$ cat src/rtl/ifetch_axi_rd_pkg.sv
// Shared definitions for the instruction-fetch AXI4 read responder.
// Contents: default widths, fixed AXI encodings, enable literals and the FSM state type.
package ifetch_axi_rd_pkg;

    localparam int unsigned ADDR_WIDTH_DEF  = 32;
    localparam int unsigned INSTR_WIDTH_DEF = 32;
    localparam int unsigned ID_WIDTH_DEF    = 4;

    localparam logic [1:0] BURST_INCR = 2'b01;
    localparam logic [1:0] RESP_OKAY  = 2'b00;
    localparam logic [2:0] SIZE_4B    = 3'b010;

    localparam logic ENA_0 = 1'b0;
    localparam logic ENA_1 = 1'b1;

    typedef enum logic [1:0] {
        IFR_IDLE = 2'b00,
        IFR_ADDR = 2'b01,
        IFR_DATA = 2'b10,
        IFR_RESP = 2'b11
    } ifr_state_e;

endpackage

$ cat src/rtl/ifetch_axi_rd_if.sv
// Bundle of the core fetch handshake and the AXI4 read-only instruction port.
// master: the fetch responder's view (drives instr/strobes and AR, accepts R).
// slave : the environment's view (core drives pc/fetch_pulse, memory drives arready and R).
interface ifetch_axi_rd_if
    import ifetch_axi_rd_pkg::*;
#(
    parameter int unsigned ADDR_WIDTH  = ADDR_WIDTH_DEF,
    parameter int unsigned INSTR_WIDTH = INSTR_WIDTH_DEF,
    parameter int unsigned ID_WIDTH    = ID_WIDTH_DEF
);

    // Core side
    logic [ADDR_WIDTH-1:0]  pc;
    logic                   fetch_pulse;
    logic [INSTR_WIDTH-1:0] instr;
    logic                   instr_valid;
    logic                   instr_err;
    logic                   busy;

    // AXI4 AR channel
    logic [ID_WIDTH-1:0]    m_axi_arid;
    logic [ADDR_WIDTH-1:0]  m_axi_araddr;
    logic [7:0]             m_axi_arlen;
    logic [2:0]             m_axi_arsize;
    logic [1:0]             m_axi_arburst;
    logic                   m_axi_arvalid;
    logic                   m_axi_arready;

    // AXI4 R channel
    logic [ID_WIDTH-1:0]    m_axi_rid;
    logic [INSTR_WIDTH-1:0] m_axi_rdata;
    logic [1:0]             m_axi_rresp;
    logic                   m_axi_rlast;
    logic                   m_axi_rvalid;
    logic                   m_axi_rready;

    modport master (
        input  pc, fetch_pulse,
        output instr, instr_valid, instr_err, busy,
        output m_axi_arid, m_axi_araddr, m_axi_arlen, m_axi_arsize, m_axi_arburst,
        output m_axi_arvalid,
        input  m_axi_arready,
        input  m_axi_rid, m_axi_rdata, m_axi_rresp, m_axi_rlast, m_axi_rvalid,
        output m_axi_rready
    );

    modport slave (
        output pc, fetch_pulse,
        input  instr, instr_valid, instr_err, busy,
        input  m_axi_arid, m_axi_araddr, m_axi_arlen, m_axi_arsize, m_axi_arburst,
        input  m_axi_arvalid,
        output m_axi_arready,
        output m_axi_rid, m_axi_rdata, m_axi_rresp, m_axi_rlast, m_axi_rvalid,
        input  m_axi_rready
    );

endinterface

$ cat src/rtl/ifetch_axi_rd_axi_ar_chan.sv
// AR-channel register slice: captures an address and holds arvalid/araddr stable until the
// arready handshake. Reusable by any single-request read master.
// Ports:
//   clk, reset  - clock, asynchronous active-high reset
//   load_i      - capture addr_i this cycle
//   issue_i     - with load_i: raise arvalid (otherwise only the address is captured)
//   addr_i      - address to capture
//   arready_i   - AXI arready
//   arvalid_o   - AXI arvalid (registered)
//   araddr_o    - AXI araddr (registered)
module ifetch_axi_rd_axi_ar_chan
    import ifetch_axi_rd_pkg::*;
#(
    parameter int unsigned ADDR_WIDTH = ADDR_WIDTH_DEF
) (
    input  logic                  clk,
    input  logic                  reset,
    input  logic                  load_i,
    input  logic                  issue_i,
    input  logic [ADDR_WIDTH-1:0] addr_i,
    input  logic                  arready_i,
    output logic                  arvalid_o,
    output logic [ADDR_WIDTH-1:0] araddr_o
);

    logic                  arvalid_q, arvalid_d;
    logic [ADDR_WIDTH-1:0] araddr_q, araddr_d;

    always_comb begin
        arvalid_d = arvalid_q;
        araddr_d  = araddr_q;
        if (load_i) begin
            araddr_d  = addr_i;
            arvalid_d = issue_i ? ENA_1 : ENA_0;
        end else if (arvalid_q && arready_i) begin
            arvalid_d = ENA_0;
        end
    end

    always_ff @(posedge clk or posedge reset) begin
        if (reset) begin
            arvalid_q <= ENA_0;
            araddr_q  <= '0;
        end else begin
            arvalid_q <= arvalid_d;
            araddr_q  <= araddr_d;
        end
    end

    assign arvalid_o = arvalid_q;
    assign araddr_o  = araddr_q;

endmodule

$ cat src/rtl/ifetch_axi_rd.sv
// Instruction-fetch responder: turns a single-cycle fetch request from the core into one
// single-beat AXI4 read and returns the word with a one-cycle instr_valid strobe.
// Ports:
//   clk, reset  - clock, asynchronous active-high reset
//   bus.master  - core fetch handshake (pc, fetch_pulse, instr, instr_valid, instr_err, busy)
//                 plus the AXI4 AR/R channels of the instruction port
// Only INSTR_WIDTH = 32 is supported (arsize is fixed to 4 bytes).
module ifetch_axi_rd
    import ifetch_axi_rd_pkg::*;
#(
    parameter int unsigned ADDR_WIDTH  = ADDR_WIDTH_DEF,
    parameter int unsigned INSTR_WIDTH = INSTR_WIDTH_DEF,
    parameter int unsigned ID_WIDTH    = ID_WIDTH_DEF,
    parameter int unsigned FETCH_ID    = 0
) (
    input  logic            clk,
    input  logic            reset,
    ifetch_axi_rd_if.master bus
);

    localparam logic [ID_WIDTH-1:0] FetchId = ID_WIDTH'(FETCH_ID);

    ifr_state_e             state_q, state_d;
    logic [INSTR_WIDTH-1:0] instr_q, instr_d;
    logic                   err_q, err_d;
    logic                   first_q, first_d;

    logic                   accept;
    logic                   misaligned;
    logic                   beat;
    logic                   beat_err;
    logic                   arvalid;
    logic [ADDR_WIDTH-1:0]  araddr;

    assign accept     = (state_q == IFR_IDLE) && bus.fetch_pulse;
    assign misaligned = (bus.pc[1:0] != 2'b00);
    assign beat       = (state_q == IFR_DATA) && bus.m_axi_rvalid;
    // A non-last beat means the slave ignored arlen=0; flag it but drain the burst.
    assign beat_err   = (bus.m_axi_rresp != RESP_OKAY) || (bus.m_axi_rid != FetchId) ||
                        !bus.m_axi_rlast;

    // Misaligned requests still latch araddr but never raise arvalid.
    ifetch_axi_rd_axi_ar_chan #(
        .ADDR_WIDTH (ADDR_WIDTH)
    ) u_ar_chan (
        .clk       (clk),
        .reset     (reset),
        .load_i    (accept),
        .issue_i   (!misaligned),
        .addr_i    (bus.pc),
        .arready_i (bus.m_axi_arready),
        .arvalid_o (arvalid),
        .araddr_o  (araddr)
    );

    // State register
    always_ff @(posedge clk or posedge reset) begin
        if (reset) begin
            state_q <= IFR_IDLE;
        end else begin
            state_q <= state_d;
        end
    end

    // Next-state logic
    always_comb begin
        state_d = state_q;
        unique case (state_q)
            IFR_IDLE: if (accept) state_d = misaligned ? IFR_RESP : IFR_ADDR;
            IFR_ADDR: if (bus.m_axi_arready) state_d = IFR_DATA;
            IFR_DATA: if (beat && bus.m_axi_rlast) state_d = IFR_RESP;
            IFR_RESP: state_d = IFR_IDLE;
            default:  state_d = IFR_IDLE;
        endcase
    end

    // Outputs decoded from state
    always_comb begin
        bus.busy         = ENA_1;
        bus.instr_valid  = ENA_0;
        bus.instr_err    = ENA_0;
        bus.m_axi_rready = ENA_0;
        unique case (state_q)
            IFR_IDLE: bus.busy = ENA_0;
            IFR_ADDR: ;
            IFR_DATA: bus.m_axi_rready = ENA_1;
            IFR_RESP: begin
                bus.instr_valid = ENA_1;
                bus.instr_err   = err_q;
            end
            default: ;
        endcase
    end

    // Fetch datapath: instr capture and sticky error flag
    always_comb begin
        instr_d = instr_q;
        err_d   = err_q;
        first_d = first_q;
        if (accept) begin
            err_d   = misaligned;
            first_d = ENA_1;
            if (misaligned) begin
                instr_d = '0;
            end
        end else if (beat) begin
            first_d = ENA_0;
            if (first_q) begin
                instr_d = bus.m_axi_rdata;
            end
            if (beat_err) begin
                err_d = ENA_1;
            end
            // Errored fetches present instr = 0 in the strobe cycle.
            if (bus.m_axi_rlast && (err_q || beat_err)) begin
                instr_d = '0;
            end
        end else if (state_q == IFR_RESP) begin
            err_d = ENA_0;
        end
    end

    always_ff @(posedge clk or posedge reset) begin
        if (reset) begin
            instr_q <= '0;
            err_q   <= ENA_0;
            first_q <= ENA_0;
        end else begin
            instr_q <= instr_d;
            err_q   <= err_d;
            first_q <= first_d;
        end
    end

    assign bus.instr         = instr_q;
    assign bus.m_axi_arid    = FetchId;
    assign bus.m_axi_araddr  = araddr;
    assign bus.m_axi_arlen   = 8'd0;
    assign bus.m_axi_arsize  = SIZE_4B;
    assign bus.m_axi_arburst = BURST_INCR;
    assign bus.m_axi_arvalid = arvalid;

endmodule

$ cat src/flat_wrapper.sv
// flat-port wrapper written by rule: the top's interface ports become plain ports
module ifetch_axi_rd_flat import ifetch_axi_rd_pkg::*;
#(
    parameter int unsigned ADDR_WIDTH  = ADDR_WIDTH_DEF,
    parameter int unsigned INSTR_WIDTH = INSTR_WIDTH_DEF,
    parameter int unsigned ID_WIDTH    = ID_WIDTH_DEF,
    parameter int unsigned FETCH_ID    = 0
)
  (clk, reset, bus_pc, bus_fetch_pulse, bus_instr, bus_instr_valid, bus_instr_err, bus_busy, bus_m_axi_arid, bus_m_axi_araddr, bus_m_axi_arlen, bus_m_axi_arsize, bus_m_axi_arburst, bus_m_axi_arvalid, bus_m_axi_arready, bus_m_axi_rid, bus_m_axi_rdata, bus_m_axi_rresp, bus_m_axi_rlast, bus_m_axi_rvalid, bus_m_axi_rready);
  ifetch_axi_rd_if #(.ADDR_WIDTH(ADDR_WIDTH), .INSTR_WIDTH(INSTR_WIDTH), .ID_WIDTH(ID_WIDTH)) bus_i ();
  input  logic clk;
  input  logic reset;
  input wire logic [$bits(bus_i.pc)-1:0] bus_pc;
  input wire logic [$bits(bus_i.fetch_pulse)-1:0] bus_fetch_pulse;
  output wire logic [$bits(bus_i.instr)-1:0] bus_instr;
  output wire logic [$bits(bus_i.instr_valid)-1:0] bus_instr_valid;
  output wire logic [$bits(bus_i.instr_err)-1:0] bus_instr_err;
  output wire logic [$bits(bus_i.busy)-1:0] bus_busy;
  output wire logic [$bits(bus_i.m_axi_arid)-1:0] bus_m_axi_arid;
  output wire logic [$bits(bus_i.m_axi_araddr)-1:0] bus_m_axi_araddr;
  output wire logic [$bits(bus_i.m_axi_arlen)-1:0] bus_m_axi_arlen;
  output wire logic [$bits(bus_i.m_axi_arsize)-1:0] bus_m_axi_arsize;
  output wire logic [$bits(bus_i.m_axi_arburst)-1:0] bus_m_axi_arburst;
  output wire logic [$bits(bus_i.m_axi_arvalid)-1:0] bus_m_axi_arvalid;
  input wire logic [$bits(bus_i.m_axi_arready)-1:0] bus_m_axi_arready;
  input wire logic [$bits(bus_i.m_axi_rid)-1:0] bus_m_axi_rid;
  input wire logic [$bits(bus_i.m_axi_rdata)-1:0] bus_m_axi_rdata;
  input wire logic [$bits(bus_i.m_axi_rresp)-1:0] bus_m_axi_rresp;
  input wire logic [$bits(bus_i.m_axi_rlast)-1:0] bus_m_axi_rlast;
  input wire logic [$bits(bus_i.m_axi_rvalid)-1:0] bus_m_axi_rvalid;
  output wire logic [$bits(bus_i.m_axi_rready)-1:0] bus_m_axi_rready;
  assign bus_i.pc = bus_pc;
  assign bus_i.fetch_pulse = bus_fetch_pulse;
  assign bus_instr = bus_i.instr;
  assign bus_instr_valid = bus_i.instr_valid;
  assign bus_instr_err = bus_i.instr_err;
  assign bus_busy = bus_i.busy;
  assign bus_m_axi_arid = bus_i.m_axi_arid;
  assign bus_m_axi_araddr = bus_i.m_axi_araddr;
  assign bus_m_axi_arlen = bus_i.m_axi_arlen;
  assign bus_m_axi_arsize = bus_i.m_axi_arsize;
  assign bus_m_axi_arburst = bus_i.m_axi_arburst;
  assign bus_m_axi_arvalid = bus_i.m_axi_arvalid;
  assign bus_i.m_axi_arready = bus_m_axi_arready;
  assign bus_i.m_axi_rid = bus_m_axi_rid;
  assign bus_i.m_axi_rdata = bus_m_axi_rdata;
  assign bus_i.m_axi_rresp = bus_m_axi_rresp;
  assign bus_i.m_axi_rlast = bus_m_axi_rlast;
  assign bus_i.m_axi_rvalid = bus_m_axi_rvalid;
  assign bus_m_axi_rready = bus_i.m_axi_rready;
  ifetch_axi_rd #(.ADDR_WIDTH(ADDR_WIDTH), .INSTR_WIDTH(INSTR_WIDTH), .ID_WIDTH(ID_WIDTH), .FETCH_ID(FETCH_ID)) u_core (.clk(clk), .reset(reset), .bus(bus_i));
endmodule
$ cat config.mk
export PLATFORM = sky130hd
export DESIGN_NAME = ifetch_axi_rd_flat
export DESIGN_NICKNAME = d
export VERILOG_FILES = /design/src/rtl/ifetch_axi_rd_pkg.sv /design/src/rtl/ifetch_axi_rd_if.sv /design/src/rtl/ifetch_axi_rd_axi_ar_chan.sv /design/src/rtl/ifetch_axi_rd.sv /design/src/flat_wrapper.sv
export SDC_FILE = /design/constraint.sdc
export NUM_CORES = 1
export LEC_CHECK = 0
export ABC_AREA = 0
export CORE_ASPECT_RATIO = 0.7
export CORE_MARGIN = 2
export CORE_UTILIZATION = 40
export DETAILED_ROUTE_END_ITERATION = 16
export GPL_TIMING_DRIVEN = 0
export HOLD_SLACK_MARGIN = 0.05
export PLACE_DENSITY = 0.81
export SLEW_MARGIN = 40
export SYNTH_ARGS = -nofsm -noshare
export SYNTH_HDL_FRONTEND = slang
export SYNTH_SLANG_ARGS = --single-unit
$ cat constraint.sdc
create_clock -name clk -period 2.4 [get_ports clk]
set_input_delay 0.36 -clock clk [delete_from_list [all_inputs] [get_ports clk]]
set_output_delay 0.36 -clock clk [all_outputs]
set_load 0.01 [all_outputs]
==> metrics.txt <==
Slew Viols, Final=0; Area after DPL=0.00481 sq mm; Post-synth EDFFs=0; port bufs=144; fin util=0.660; Post-route DRC=0; post-route cell area=0.00513 sq mm; final wirelength=7.66 mm; Worst-Skew Late Latency=0.32 ns; postcts setup bufs=0; first-pass GRT wire length=11.9 mm; final worst slack=0.337 ns; CTS tree=yes; met1 global-route usage=0.199; Longest Clk Path Bufs=2; Worst path depth=3; Slowest Stage Delay on Critical Path=0.58 ns; largest net degree at the start of global routing=41; Total Nets Final=521; maximum vdd drop=722 uV; final worst path period share=0.860; synth unique cells=22; Syn Area/Cell=11.8 sq um; Post-synth top flop=dfrtp_1; Die W=110 um; # IOs=162; unrepaired setup endpoints after global routing=no; Yosys reg bits=69; number of buffers inserted during clock tree synthesis=9; crit end category=output pin; final setup TNS=0 ns; WP data arrival=1.70 ns; power per cell area=1270 mW/mm^2; Worst Path Max Fanout=6; Clock Sinks=69; remaining antenna violation count=0; clock root buffer=clkbuf_16; clock skew=0.00643 ns; GRT overflow=0; Slowest cell on crit path=clkdlybuf4s50_1; dpl cells=530; die footprint=0.00865 sq mm; RD Place Congestion=0.721; H-tree depth=3; worst min path class=input port to asynchronous set/reset pin; min Tclk post-route=2.06 ns; Pre-antenna DRT Iters=4; core area=0.00777 sq mm; Final Hold Violating Endpoints=0; dpl hpwl=5.96 mm; clock slew at reported path FFs=0.05 ns; final setup vio count=0; hold bufs inserted after CTS=0; status=finished, final reports clean; initial core utilization=0.407; fin cells=545; largest delay contributor family on the critical path=buffers and inverters; Max-Cap Viols=0; register area share after synthesis=0.545; critical-path cell list=inv_1 > ha_1 > clkdlybuf4s50_1; vias in the first global route=2488; WP buf/inv=2; Total GRT Usage=0.182; layout cells sized above 1=0.176; DP Worst Slack=0.255 ns; asr flop ratio synth=1.00; PostCTS Resize Cnt=0; grt met3 use=0.108; Initial DRC Count=82; Gate Count Post-Synth=269; CP Class=flop to output pin; n_diodes=0; GR peak layer=met2; Startpoint Class=flop; Die Y=78.4 um; synth-to-layout area growth=62.1%; worst path required time=2.04 ns; vias=2423; mapped cell area=0.00317 sq mm; initial antenna violation count=0; synth warn=0; reg2reg path depth=8; Vias/cell=4.45; GR Util met2=0.299; Leakage Power=2.40 nW; DR WL/cell=14.1 um; row count=27; Fmax achieved=485 MHz
## synth_stat cells, types with 2 or more instances
library cell  number  area share
buf_12             3       0.019
buf_2              4      0.0063
buf_4             20       0.047
conb_1             2      0.0024
dfrtp_1           69        0.55
ha_1               5       0.020
inv_1             40       0.047
mux2_2            32        0.11
mux2i_1           32        0.10
nand2_1           41       0.049
nand3_1            5      0.0079
o21ai_0            6      0.0095
## worst paths after layout
path                                          startpoint                                         to  slack, ns
setup / recovery           u_core.state_q[0]$_DFFE_PP0P_                           bus_m_axi_rready       0.34
hold / removal                                     reset           u_core.bus.instr[27]$_DFFE_PP0P_       0.38
setup reg to reg           u_core.state_q[0]$_DFFE_PP0P_            u_core.bus.instr[3]$_DFFE_PP0P_       0.43
hold reg to reg               u_core.first_q$_DFFE_PP0P_                 u_core.first_q$_DFFE_PP0P_       0.50
max in group asynchronous                          reset  u_core.u_ar_chan.araddr_o[21]$_DFFE_PP0N_       1.51
min in group clk              u_core.first_q$_DFFE_PP0P_                 u_core.first_q$_DFFE_PP0P_       0.50
## metal layers
metal,share of wire,wire (um),vias up
li1,-,-,1168
met1,0.39,2970,1137
met2,0.46,3530,113
met3,0.14,1100,5
met4,0.0080,61,0
met5,0,0,-
## through the flow
| step | power (W) | hold WS, ns |
|---|---|---|
| global route | 0.00691 | 0.402 |
| finish | 0.00650 | 0.382 |
| global placement | 0.00504 | 0.464 |
| CTS | 0.00658 | 0.385 |
| floorplan | 0.00356 | 0.446 |
| detailed placement | 0.00516 | 0.486 |
## logic make-up (layout without fill, tap and decap cells)
family          Yosys count  in the layout  synth area share
flops                    69             69             0.545
buf+inv                  67            227             0.120
mux                      64             64             0.215
simple gates             51             51            0.0700
compound gates           11             11            0.0273
fa+ha+maj                 5              5            0.0198
other cells               2             17           0.00237
## where the power goes
| group | total, W | switching [W] | internal (W) |
|---|---|---|---|
| combinational | 0.00305 | 0.00123 | 0.00181 |
| clock | 0.00139 | 0.000457 | 0.000930 |
| sequential | 0.00206 | 0.000309 | 0.00175 |
## sequential cells by signal, indices dropped and copies added, names as in the netlist
name                        flops
u_core.u_ar_chan.araddr_o      32
u_core.u_ar_chan.arvalid_o      1
u_core.bus.instr               32
u_core.err_q                    1
u_core.state_q                  2
u_core.first_q                  1
## layout by cell type (no fill, tap or decap), types with 2 or more instances in the layout
| cell type | instances |
|---|---|
| clkdlybuf4s50_1 | 144 |
| dfrtp_1 | 69 |
| nand2_1 | 41 |
| inv_1 | 39 |
| mux2_2 | 32 |
| mux2i_1 | 32 |
| buf_4 | 20 |
| conb_1 | 17 |
| clkbuf_16 | 9 |
| o21ai_0 | 6 |
| nand3_1 | 5 |
| ha_1 | 5 |
| buf_2 | 4 |
| buf_12 | 4 |
| bufinv_16 | 2 |
## area by class of cell
type	instances	area, sq um
clock buffers	11	243
plain buffers	27	230
inverters	40	155
flip-flops and latches	69	1730
well taps	101	126
repair buffers	145	1460
clock inverters	4	72.6
multi-input cells	148	1110
fillers	615	2640
Power figures use the tool's default switching activity.
